===== config.mk =====
export PLATFORM = sky130hd
export DESIGN_NAME = alu_src_sel_buf
export DESIGN_NICKNAME = d
export VERILOG_FILES = /design/src/rtl/alu_src_sel_buf.sv
export SDC_FILE = /design/constraint.sdc
export NUM_CORES = 1
export LEC_CHECK = 0
export BUFFER_PORTS_ARGS = -buffer_cell sky130_fd_sc_hd__buf_2
export CORE_ASPECT_RATIO = 0.8
export CORE_MARGIN = 4
export CORE_UTILIZATION = 35
export CTS_CLUSTER_SIZE = 20
export DETAILED_ROUTE_END_ITERATION = 8
export PLACE_DENSITY = 0.66
export SLEW_MARGIN = 20
export SYNTH_ARGS = -nofsm -noshare
export SYNTH_HDL_FRONTEND = slang
export SYNTH_SLANG_ARGS = --single-unit
export TNS_END_PERCENT = 100

===== constraint.sdc =====
create_clock -name clk -period 2.31 [get_ports clk]
set_clock_uncertainty 0.15 [all_clocks]
set_input_delay 0.462 -clock clk [delete_from_list [all_inputs] [get_ports clk]]
set_output_delay 0.462 -clock clk [all_outputs]
set_load 0.02 [all_outputs]

===== src/rtl/alu_src_sel_buf.sv =====
// ALU operand-B source selector feeding a small FIFO with a valid/ready handshake
// on the ALU side, plus a sticky flag for out-of-range source selects.
module alu_src_sel_buf #(
  parameter int WIDTH   = 32,
  parameter int NUM_SRC = 4,
  parameter int SEL_W   = 2,
  parameter int DEPTH   = 2,
  parameter int CNT_W   = 2
) (
  input  logic                     clk,
  input  logic                     reset,
  input  logic [NUM_SRC*WIDTH-1:0] src_flat,
  input  logic [SEL_W-1:0]         sel,
  input  logic                     in_valid,
  output logic                     in_ready,
  output logic [WIDTH-1:0]         out_data,
  output logic                     out_valid,
  input  logic                     out_ready,
  output logic [CNT_W-1:0]         count,
  output logic                     sel_err,
  input  logic                     err_clr
);

  localparam int PTR_W = (DEPTH > 1) ? $clog2(DEPTH) : 1;

  generate
    if (NUM_SRC > 2**SEL_W) begin : gSelTooNarrow
      $error("alu_src_sel_buf: SEL_W too narrow for NUM_SRC");
    end
    if (NUM_SRC < 2 || NUM_SRC > 16) begin : gBadNumSrc
      $error("alu_src_sel_buf: NUM_SRC must be 2..16");
    end
    if (DEPTH < 1 || DEPTH > 16 || (DEPTH & (DEPTH - 1)) != 0) begin : gBadDepth
      $error("alu_src_sel_buf: DEPTH must be a power of two in 1..16");
    end
    if ((2**CNT_W) <= DEPTH) begin : gBadCntW
      $error("alu_src_sel_buf: CNT_W cannot hold DEPTH");
    end
  endgenerate

  // Out-of-range selects fall through the loop and yield all-zeros.
  function automatic logic [WIDTH-1:0] selectSrc(input logic [NUM_SRC*WIDTH-1:0] srcs,
                                                 input logic [SEL_W-1:0]         idx);
    logic [WIDTH-1:0] word;
    word = '0;
    for (int k = 0; k < NUM_SRC; k++) begin
      if (int'(idx) == k) word = srcs[k*WIDTH +: WIDTH];
    end
    return word;
  endfunction

  // Power-of-two depth lets the pointer wrap by overflow; a single entry pins it at 0.
  function automatic logic [PTR_W-1:0] nextPtr(input logic [PTR_W-1:0] p);
    if (DEPTH == 1) return '0;
    return p + 1'b1;
  endfunction

  logic [WIDTH-1:0] mem [DEPTH];
  logic [PTR_W-1:0] wrPtr;
  logic [PTR_W-1:0] rdPtr;
  logic             push;
  logic             pop;
  logic             selOutOfRange;

  assign selOutOfRange = (int'(sel) >= NUM_SRC);
  assign in_ready      = (count != CNT_W'(DEPTH));
  assign out_valid     = (count != '0);
  assign push          = in_valid && in_ready;
  assign pop           = out_valid && out_ready;
  assign out_data      = out_valid ? mem[rdPtr] : '0;

  always_ff @(posedge clk) begin
    if (push) mem[wrPtr] <= selectSrc(src_flat, sel);
  end

  always_ff @(posedge clk or posedge reset) begin
    if (reset) begin
      wrPtr   <= '0;
      rdPtr   <= '0;
      count   <= '0;
      sel_err <= 1'b0;
    end else begin
      if (push) wrPtr <= nextPtr(wrPtr);
      if (pop)  rdPtr <= nextPtr(rdPtr);
      case ({push, pop})
        2'b10:   count <= count + 1'b1;
        2'b01:   count <= count - 1'b1;
        default: count <= count;
      endcase
      // A bad push in the same cycle as a clear keeps the flag raised.
      if (push && selOutOfRange) sel_err <= 1'b1;
      else if (err_clr)          sel_err <= 1'b0;
    end
  end

endmodule


==> results.md <==
- The flow ran to the end, and the final reports show no timing, DRC or antenna violations.
- In the final layout, the share of cells above drive strength 1 is 0.603.
- For met2 alone, demand over resource in global routing was 0.264.
- The biggest area consumer among synthesized cells is edfxtp_1.
- The endpoint identified for the worst register-to-register timing path is mem[0][13].
- The total power is 5.19 mW.
- Once detail routing completed, the nets flagged for antenna violations numbered 0.
- The post-synthesis cell area is 3430 sq um.
- STA classifies the critical path startpoint as a register.
- The first global-routing pass estimated 12.1 mm of wire.
- The number of instances on the worst hold path is 3.
- The total of warnings raised by yosys is 0.
- The start-to-end type of the worst setup path is register to output port.
- Of the post-synthesis cell area, the dominant cell type holds 0.561.
- Ranked by total cell area, the synthesized netlist is headed by edfxtp_1, mux4_2, mux2i_1.
- The number of cells traversed by the worst register-to-register path is 4.
- The initial antenna violation count is 0.
- Summed over all cells, the static leakage comes to 2.04 nW.
- The largest net degree at the start of global routing is 33.
- The initial core utilization is 0.357.
- The share of the Yosys chip area taken by registers is 0.590.
- The synthesized netlist cell count is 195.
- The clock passes through at most 2 buffers.
- The final cycle utilization of the critical path is 0.907.
- Clock-pin slew was measured on the worst setup and hold paths at 50 ps.
- The die footprint is 11,400 sq um.
- Counting the fill cells in the layout gives 864.
- After the first detailed-routing iteration, the DRC count stood at 61.
- During placement, the flow inserted port buffers numbering 169.
- The CTS sink count is 68.
- The final wirelength is 8.02 mm.
- The global-route total usage across every layer is 0.140.
- The total power per unit cell area is 1110 nW/um^2.
- The global-route met1 utilization is 0.149.
- For this run, global-route usage on met3 was measured as 0.0442.
- Walking the worst path, the cells encountered are buf_4, mux2i_1, nor2_1, buf_2.
- Tracing the worst setup path back leads to its startpoint at rdPtr.
- The number of global-route vias before repair is 2,547.
- After global routing, the most crowded layer is met2.
- In the layout the commonest cells are buf_2, edfxtp_1, nor2_1, mux2i_1, mux4_2.
- After synthesis the netlist holds a flip-flop and latch count of 68.
- The final period demand of the worst path is 2100 ps.
- The tree is rooted in a clkbuf_16.
- The maximum level of the CTS H-tree is 3.
- Of all nets on the critical path, the largest fanout is 19.
- The total negative slack is 0 ps.
- The most common cell after layout, fill and taps aside is buf_2.
- Timing would allow up to 477 MHz.
- Setup slack on the worst reg-to-reg path comes out at 520 ps.
- The number of buffers created by CTS is 9.
- Relative to the synthesized area, the layout overhead comes to 36.4%.
- The final-report max-slew violation count is 0.
- The slowest stage of the critical path is the dfrtp_2 cell.
- Dividing the detail-routed wire length by the instance count gives 16.2 um.
- The total nets after synthesis is 331.
- Setup repair after global routing left no endpoint under its margin.
- The overall die height is 96.5 um.
- The worst reg2reg path startpoint is count[0].
- For this design the top-level I/O count stands at 172.
- The critical path data required time is 1700 ps.
- The data arrival at the endpoint of the critical path is 1480 ps.
- Before antenna repair, the detailed router went through 4 iterations.
- In this run the mean area of a mapped cell was 17.6 sq um.
- The overflow left after global routing is 0.
- The routed layout has 2,387 vias.
- The maximum ir drop on the vdd rail is 389 uV.
- The number of endpoints with negative hold slack in the final report was 0.
- The number of library cell types mapped by synthesis is 21.
- In this run the most critical hold path is launched from out_ready.
- After detailed routing, the number of remaining DRC violations is 0.
- Max-cap violations in this run came to 0.
- The total buffers and inverters traversed by the critical path is 2.
- The finished cells cover 4680 sq um.
- In the routed layout, each cell is associated on average with a via count of 4.83.
- The core area is 9610 sq um.
- For hold timing, the worst endpoint is rdPtr.
- The number of failing setup endpoints in the final timing report is 0.
- On the worst path, the slowest cell contributes a delay of 350 ps.
- The kind of end point of the critical path is an output port.
- In this run, post-CTS repair resized a total of 0 instances.
- TritonCTS built the clock tree.
- The antenna diode count is 0.
- For this run, the post-layout net count is 507.
- The placed standard-cell area is 4400 sq um.
- The cell family contributing the most delay on the critical path is buffers and inverters.
- The x dimension of the die is 119 um.
- The initialized floorplan defines 32 standard-cell rows.
- The final estimated routing congestion in global placement is 0.753.
- For the worst-skew pair, the clock arrives at the later sink with an insertion delay of 310 ps.
- The path class of the tightest hold or removal check is input port to register.
- Once detailed placement completed, the half-perimeter wirelength came to 6.29 mm.
==> cells in the mapped netlist (all sizes together) <==
library cell and number:
nand2b 1, nor2 35, nand2 1, conb 1, xor2 2, ha 1, dfrtp 4, and2 1
mux2i 32, inv 2, edfxtp 64, buf 12, and3 1, clkbuf 3, mux4 32, xnor2 3
==> state kept, by name, summed over array words and instances (netlist names) <==
name and cells:
rdPtr 1, wrPtr 1, mem 64, count 2
==> worst max path at each step <==
| stage | endpoint | slack [ps] | cells past startpoint |
|---|---|---|---|
| after floorplan | mem[1][0] | 70 | 2 |
| after global placement | mem[0][31] | 440 | 3 |
| after detailed placement | mem[0][31] | 390 | 3 |
| after CTS | out_data[0] | 180 | 4 |
| after global routing | out_data[16] | 90 | 4 |
| final | out_data[3] | 210 | 4 |
==> kinds of logic (layout without fill, tap and decap cells) <==
logic type | Yosys count | after routing | share of synthesized area
XOR/XNOR | 5 | 5 | 0.0128
AND/OR/NAND/NOR | 39 | 39 | 0.0456
adder cells (fa/ha/maj) | 1 | 1 | 0.00365
multiplexers | 64 | 64 | 0.306
buffers and inverters | 17 | 197 | 0.0409
other | 1 | 1 | 0.00109
flip-flops | 68 | 68 | 0.590
==> layout make-up <==
class                   instances  area (sq um)  share of cell area
clock buffers                  12           246              0.0527
clock inverters                 3          15.0             0.00321
inverters                       2          7.51             0.00161
multi-input cells             110          1280               0.273
flip-flops and latches         68          2020               0.433
well taps                     119           149              0.0318
repair buffers                180           956               0.204
==> layer usage <==
| metal | routed length [um] | up-vias |
|---|---|---|
| li1 | - | 1121 |
| met5 | 0 | - |
| met3 | 556 | 11 |
| met4 | 138 | 0 |
| met1 | 3110 | 1151 |
| met2 | 4220 | 104 |
==> worst reg2reg max path, stage by stage (launching register included) <==
cell and delay [ps]:
dfrtp_1 460, nand2b_1 170, nand2_1 140, nor2_4 320, buf_12 250
==> power by group <==
part	total (mW)	internal (mW)	switching (mW)
sequential	1.83	1.72	0.102
combinational	2.18	0.833	1.34
clock	1.19	0.743	0.446
total	5.19	3.30	1.89
==> metrics by stage <==
| step | setup slack (ps) | hold slack [ps] | cells | util |
|---|---|---|---|---|
| floorplan | 66.9 | 78.1 | 195 | - |
| global placement | 444 | 198 | 478 | 0.458 |
| detailed placement | 388 | 200 | 478 | 0.458 |
| CTS | 184 | 347 | 494 | 0.487 |
| global route | 86.3 | 352 | 494 | 0.487 |
| finish | 214 | 356 | 494 | 0.487 |
==> repair_timing <==
action,4_1_cts,5_1_grt
hold buffers,1,0
endpoints found under the hold margin,4,0
buffers inserted,0,0
endpoints found under the setup margin,0,0
No activity file was read; power rests on OpenSTA's default activity.
